===== src/rtl/pipeline_stall_ctrl.sv =====
// Pipeline stall/flush controller for the 5-stage LC-3b pipeline.
// Combinational outputs from state + inputs; state and counters update on clk.
// Optional counters: define STALL_PERF_CNT_EN to build the perf_* counters.
module pipeline_stall_ctrl #(
    parameter int BUBBLE_CYCLES = 1,   // load-use bubbles per hazard, legal 1..7
    parameter int CNT_WIDTH     = 16
) (
    input  logic                 clk,
    input  logic                 reset,
    input  logic                 bubble_enable,
    input  logic                 imem_read,
    input  logic                 imem_resp,
    input  logic                 dmem_read,
    input  logic                 dmem_write,
    input  logic                 dmem_resp,
    input  logic                 branch_taken,
    input  logic                 perf_clr,
    output logic                 load_pc,
    output logic                 load_if_id,
    output logic                 load_id_ex,
    output logic                 load_ex_mem,
    output logic                 load_mem_wb,
    output logic                 bubble_id_ex,
    output logic                 flush_if_id,
    output logic                 flush_id_ex,
    output logic                 flush_ex_mem,
    output logic                 stall_active,
    output logic [CNT_WIDTH-1:0] perf_dstall_cnt,
    output logic [CNT_WIDTH-1:0] perf_istall_cnt,
    output logic [CNT_WIDTH-1:0] perf_bubble_cnt,
    output logic [CNT_WIDTH-1:0] perf_flush_cnt
);

    typedef enum logic {S_RUN, S_BUBBLE} state_t;

    // Counter preload on entering S_BUBBLE: the first bubble is spent in S_RUN.
    localparam logic [2:0] BUBBLE_LAST = 3'(BUBBLE_CYCLES - 1);

    state_t     state_q, state_d;
    logic [2:0] cnt_q, cnt_d;

    logic dstall, istall, bubble_req;
    logic ld_front, ld_back, bub, flush;
    logic hit_dstall, hit_istall, hit_bubble, hit_flush;

    assign dstall     = (dmem_read | dmem_write) & ~dmem_resp;
    assign istall     = imem_read & ~imem_resp;
    assign bubble_req = ((state_q == S_RUN) & bubble_enable) | (state_q == S_BUBBLE);

    // Priority resolution: D-cache stall, branch held by I-stall, redirect, I-stall, bubble, run.
    always_comb begin
        ld_front   = 1'b0;
        ld_back    = 1'b0;
        bub        = 1'b0;
        flush      = 1'b0;
        hit_dstall = 1'b0;
        hit_istall = 1'b0;
        hit_bubble = 1'b0;
        hit_flush  = 1'b0;
        state_d    = state_q;
        cnt_d      = cnt_q;
        if (reset) begin
            state_d = S_RUN;
            cnt_d   = 3'd0;
        end else if (dstall) begin
            // Everything frozen; bubble sequence and any pending branch are held.
            hit_dstall = 1'b1;
        end else if (branch_taken && istall) begin
            // Keep the branch in MEM until fetch can accept the redirect.
            hit_istall = 1'b1;
        end else if (branch_taken) begin
            ld_front  = 1'b1;
            ld_back   = 1'b1;
            flush     = 1'b1;
            hit_flush = 1'b1;
            state_d   = S_RUN;
            cnt_d     = 3'd0;
        end else if (istall) begin
            hit_istall = 1'b1;
        end else if (bubble_req) begin
            ld_back    = 1'b1;
            bub        = 1'b1;
            hit_bubble = 1'b1;
            if (state_q == S_RUN) begin
                if (BUBBLE_CYCLES > 1) begin
                    state_d = S_BUBBLE;
                    cnt_d   = BUBBLE_LAST;
                end
            end else begin
                cnt_d = cnt_q - 3'd1;
                if (cnt_q == 3'd1) begin
                    state_d = S_RUN;
                end
            end
        end else begin
            ld_front = 1'b1;
            ld_back  = 1'b1;
        end
    end

    assign load_pc      = ld_front;
    assign load_if_id   = ld_front;
    assign load_id_ex   = ld_back;
    assign load_ex_mem  = ld_back;
    assign load_mem_wb  = ld_back;
    assign bubble_id_ex = bub;
    assign flush_if_id  = flush;
    assign flush_id_ex  = flush;
    assign flush_ex_mem = flush;
    assign stall_active = ~reset & ~(ld_front & ld_back);

    // Bubble FSM state and remaining-bubble counter.
    always_ff @(posedge clk) begin
        if (reset) begin
            state_q <= S_RUN;
            cnt_q   <= 3'd0;
        end else begin
            state_q <= state_d;
            cnt_q   <= cnt_d;
        end
    end

`ifdef STALL_PERF_CNT_EN
    localparam logic [CNT_WIDTH-1:0] CNT_ONE = CNT_WIDTH'(1);

    logic [CNT_WIDTH-1:0] dstall_cnt_q, istall_cnt_q, bubble_cnt_q, flush_cnt_q;

    // Saturating event counters; a clear request beats a same-cycle increment.
    always_ff @(posedge clk) begin
        if (reset || perf_clr) begin
            dstall_cnt_q <= '0;
            istall_cnt_q <= '0;
            bubble_cnt_q <= '0;
            flush_cnt_q  <= '0;
        end else begin
            if (hit_dstall && !(&dstall_cnt_q)) dstall_cnt_q <= dstall_cnt_q + CNT_ONE;
            if (hit_istall && !(&istall_cnt_q)) istall_cnt_q <= istall_cnt_q + CNT_ONE;
            if (hit_bubble && !(&bubble_cnt_q)) bubble_cnt_q <= bubble_cnt_q + CNT_ONE;
            if (hit_flush  && !(&flush_cnt_q))  flush_cnt_q  <= flush_cnt_q  + CNT_ONE;
        end
    end

    assign perf_dstall_cnt = dstall_cnt_q;
    assign perf_istall_cnt = istall_cnt_q;
    assign perf_bubble_cnt = bubble_cnt_q;
    assign perf_flush_cnt  = flush_cnt_q;
`else
    // Counters not built: event strobes and the clear input have no consumer.
    logic [4:0] unused_perf;
    assign unused_perf = {perf_clr, hit_dstall, hit_istall, hit_bubble, hit_flush};

    assign perf_dstall_cnt = '0;
    assign perf_istall_cnt = '0;
    assign perf_bubble_cnt = '0;
    assign perf_flush_cnt  = '0;
`endif

endmodule


===== config.mk =====
export PLATFORM = sky130hd
export DESIGN_NAME = pipeline_stall_ctrl
export DESIGN_NICKNAME = d
export VERILOG_FILES = /design/src/rtl/pipeline_stall_ctrl.sv
export SDC_FILE = /design/constraint.sdc
export NUM_CORES = 1
export LEC_CHECK = 0
export ABC_AREA = 0
export CAP_MARGIN = 20
export CELL_PAD_IN_SITES_DETAIL_PLACEMENT = 1
export CELL_PAD_IN_SITES_GLOBAL_PLACEMENT = 2
export CORE_UTILIZATION = 15
export DETAILED_ROUTE_END_ITERATION = 12
export HOLD_SLACK_MARGIN = 0.03
export PLACE_DENSITY = 0.88
export RECOVER_POWER = 50
export SETUP_SLACK_MARGIN = 0.2
export SKIP_LAST_GASP = 1
export SLEW_MARGIN = 40
export SYNTH_ARGS = -nofsm -noshare
export SYNTH_HDL_FRONTEND = slang
export SYNTH_SLANG_ARGS = --single-unit

===== constraint.sdc =====
create_clock -name clk -period 2.87 [get_ports clk]
set_clock_uncertainty 0.2 [all_clocks]
set_input_delay 0.287 -clock clk [delete_from_list [all_inputs] [get_ports clk]]
set_output_delay 0.287 -clock clk [all_outputs]
set_load 0.03 [all_outputs]

## Word-level counts from Yosys, hierarchy flattened

Index checks and enable logic that the tools add are counted.
Widths: inputs -> output; s select.

- Bits of input ports: 10
- Bits in registers: 4
- Output and inout port bits: 74
- Word-level logic and storage cells: 54

- $add $sub $neg: 1
- Eq/ne operators: 2
- Bitwise gates (word level): 14
- Reduce and logical (&&, ||, !) cells: 5
- Mux-type cells: 30

Operator list:

| cell | number |
|---|---|
| $mux 1 | 26 |
| $mux 3 | 4 |
| $not 1->1 | 7 |
| $and 1x1->1 | 5 |
| $reduce_and 5->1 | 1 |
| $reduce_and 4->1 | 1 |
| $reduce_bool 2->1 | 2 |
| $eq 3x1->1 const B | 1 |
| $sub 3x1->3 const B | 1 |
| $ne 2x2->1 const B | 1 |
| $or 1x1->1 | 2 |
| $logic_and 1x1->1 | 1 |

## Longest topological paths before layout

- Word-level depth: 12
- Mapped depth: 5

## Least setup slack after synthesis

Ideal clock, no wire load.

- Path type: input -> output
- Start point: input imem_resp
- End point: output flush_id_ex
- Stages on the path: 4
- Required time: 2383 ps
- Path slack: 681 ps
- Data arrival time: 1702 ps
- Path through: nand2b_1 -> nand2_4 -> nor3b_1 -> buf_4

- Longest elaborated chain between the ends: 6

Ends and longest elaborated chain:

| element | RTL line | source |
|---|---|---|
| start: declaration | 12 | `input logic imem_resp,` |
| $not 1->1 | 47 | `assign istall = imem_read & ~imem_resp;` |
| $and 1x1->1 | 47 |  |
| $logic_and 1x1->1 | 68 | `end else if (branch_taken && istall) begin` |
| $mux 1 | 68 |  |
| $mux 1 | 65 | `end else if (dstall) begin` |
| $mux 1 | 62 | `if (reset) begin` |
| end: declaration | 25 | `output logic flush_id_ex,` |

No other way between the ends.

## Final worst setup path

- Start point: input dmem_write
- End point: output load_pc

- Longest elaborated chain between the ends: 4

Ends and longest elaborated chain:

| element | RTL line | source |
|---|---|---|
| start: declaration | 14 | `input logic dmem_write,` |
| $or 1x1->1 | 46 | `assign dstall = (dmem_read \| dmem_write) & ~dmem_resp;` |
| $and 1x1->1 | 46 |  |
| $mux 1 | 65 |  |
| $mux 1 | 62 |  |
| end: declaration | 18 | `output logic load_pc,` |

No other way between the ends.

==> impl_metrics.sql <==
INSERT INTO impl_metrics (metric_group, metric, value, unit) VALUES
('run_status', 'outcome', 'finished, final reports clean', ''),
('timing', 'finalCritPeriodShare', '90.5', '%'),
('timing', 'final_critical_delay_including_setup_and_external_delays', '2.60', 'ns'),
('synth', 'postSynthRegisterBits', '4', ''),
('setup_path', 'worst_ep_required_time', '2.38', 'ns'),
('setup_path', 'cp_common_cell', 'clkdlybuf4s50_1', ''),
('layout', 'antenna_cells_inserted', '0', ''),
('power_and_ir_drop', 'share_comb_of_total_power', '49.8', '%'),
('run', 'drv_cap', '0', ''),
('clock_network', 'numCtsBuffers', '3', ''),
('clock_network', 'clk_pin_slew_worst_paths', '0.03', 'ns'),
('setup_path', 'critical_path.startpoint', 'dmem_write', ''),
('timing', 'hold-worst-slack', '0.278', 'ns'),
('placement', 'dp_worst_setup_slack', '0.211', 'ns'),
('layout', 'final_common_cell', 'conb_1', ''),
('synth', 'seq_area_frac_synth', '9.41', '%'),
('power_and_ir_drop', 'clk_pwr_share', '34.0', '%'),
('setup_path', 'critical_path.max_fanout', '6', ''),
('layout', 'nFillCells', '703', ''),
('clock_network', 'post_cts_resized', '0', ''),
('clock_network', 'cts_h_tree_depth', '1', ''),
('setup_path', 'critPathArrivalTime', '2.11', 'ns'),
('floorplan', 'die_w', '77.3', 'um'),
('power_and_ir_drop', 'ir_worst_vdd', '0.0837', 'mV'),
('timing', 'timing.final.ws_setup', '0.272', 'ns'),
('layout', 'layout-drive-gt1-share', '5.79', '%'),
('setup_path', 'critical-path-max-stage-delay', '0.72', 'ns'),
('power_and_ir_drop', 'swShare', '50.1', '%'),
('setup_path', 'worst-setup-path-type', 'in2out', ''),
('power_and_ir_drop', 'pwr_density_cell', '409', 'mW/mm2'),
('layout', 'seqCellArea', '80.1', 'um2'),
('synth', 'yosys_warnings', '0', ''),
('routing', 'dr.pass1.iters', '3', ''),
('layout', 'mostFrequentLayoutCells', '64 x conb_1, 14 x clkdlybuf4s50_1, 4 x inv_1, 4 x dfxtp_1', ''),
('routing', 'number_of_drc_violations_after_detailed_routing_iteration_0', '12', ''),
('power_and_ir_drop', 'power.static_leakage', '0.425', 'nW'),
('placement', 'dp_hpwl', '1.10', 'mm'),
('power_and_ir_drop', 'p_int', '0.000172', 'W'),
('placement', 'gpl.final_weighted_congestion', '0.692', ''),
('routing', 'detail_route.vias_per_cell', '2.74', ''),
('power_and_ir_drop', 'total_design_power', '0.000345', 'W'),
('timing', 'report.final.setup_viol', '0', ''),
('synth', 'netlist_instances', '107', ''),
('setup_path', 'critical_path.endpoint_type', 'primary output', ''),
('placement', 'io_buffer_count', '18', ''),
('grt', 'largest_net_degree_at_the_start_of_global_routing', '12', ''),
('floorplan', 'die_h', '77.3', 'um'),
('floorplan', 'initial_utilization', '15.5', '%'),
('routing', 'wl_per_cell', '6.72', 'um'),
('layout', 'area_growth', '-0.735', '%'),
('timing', 'tns', '0', 'ns'),
('timing', 'final-max-slew-violation-count', '0', ''),
('clock_network', 'clock_tree_from_tritoncts', 'built', ''),
('clock_network', 'clkSinkCount', '4', ''),
('timing', 'max_freq', '385', 'MHz'),
('power_and_ir_drop', 'sequentialPowerShare', '16.2', '%'),
('clock_network', 'clk_root_buffer_cell', 'clkbuf_8', ''),
('synth', 'syn-cell-area', '851', 'um2'),
('grt', 'overflow', '0', ''),
('grt', 'via_count_of_the_first_global_routing_pass', '416', ''),
('synth', 'post_synth.cell_area_avg', '7.95', 'um2'),
('routing', 'drt_drc_violations_left', '0', ''),
('routing', 'dr_total_vias', '528', ''),
('layout', 'combined_area_of_the_multi_input_logic_cells', '454', 'um2'),
('routing', 'postRouteAntennaNets', '0', ''),
('worst_hold_path', 'hp_class', 'reg2reg', ''),
('clock_network', 'post_cts_buffers', '0', ''),
('floorplan', 'num_rows', '27', ''),
('routing', 'postRouteWirelength', '1.30', 'mm'),
('power_and_ir_drop', 'p_sw', '0.000173', 'W'),
('grt', 'antenna_found_initial', '0', '');
==> synth_stat cells (all sizes together) (2+ instances only) <==
cell	n	area share, %
nor2	3	1.3
a21oi	2	1.2
o21bai	2	3.1
nor3b	2	1.8
ha	2	2.9
nand3	2	1.2
inv	4	1.8
dfxtp	4	9.4
nor3	2	1.2
buf	70	61
==> state kept, by name (all words and copies together), names as in the netlist <==
signal and count:
cnt_q 3, state_q 1
==> worst paths after layout <==
check	to	slack [ns]	depth (start not counted)
setup / recovery	load_pc	0.27	5
hold / removal	cnt_q[2]	0.28	2
hold reg to reg	cnt_q[2]	0.28	2
setup reg to reg	cnt_q[1]	1.48	4
==> metal layers <==
layer / vias to the layer above / wire [um] / GRT usage (%)
met2: 55 / 630 / 6.90
li1: 240 / - / -
met4: 0 / 29 / 3.40
met5: - / 0 / 0
met1: 231 / 454 / 3.75
met3: 2 / 183 / 1.07
==> logic make-up after synthesis <==
| group | share of synthesized area, % |
|---|---|
| buf+inv | 63.2 |
| simple gates | 10.9 |
| compound gates | 13.1 |
| flops | 9.41 |
| fa+ha+maj | 2.94 |
| other cells | 0.441 |
==> power groups by stage <==
stage	sequential, W	clock, W	combinational (W)
2_1_floorplan	0.0000567	0	0.000217
3_3_place_gp	0.0000567	0	0.000174
3_5_place_dp	0.0000567	0	0.000175
4_1_cts	0.0000560	0.000121	0.000175
5_1_grt	0.0000559	0.000129	0.000180
6_report	0.0000560	0.000117	0.000172
==> per-stage QoR <==
stage | cells | utilization [%] | area [um2]
floorplan | 170 | - | 1090
global placement | 190 | 15.2 | 835
detailed placement | 190 | 15.2 | 835
CTS | 193 | 16.0 | 876
global route | 193 | 15.4 | 845
finish | 193 | 15.4 | 845
==> area by class of cell <==
| cell class | count | share of cell area (%) |
|---|---|---|
| multi-input combinational | 92 | 53.8 |
| timing repair buffer | 18 | 19.4 |
| tap | 72 | 10.7 |
| sequential | 4 | 9.48 |
| inverter | 4 | 1.78 |
| clock buffer | 3 | 4.89 |
==> critical path, delay by kind of cell <==
family / cells / cell delay, ns
AOI/OAI and AO/OA: 1 / 0.19
and+or+nand+nor: 2 / 0.45
buffers and inverters: 2 / 1.18
No activity file was read; power rests on OpenSTA's default activity.
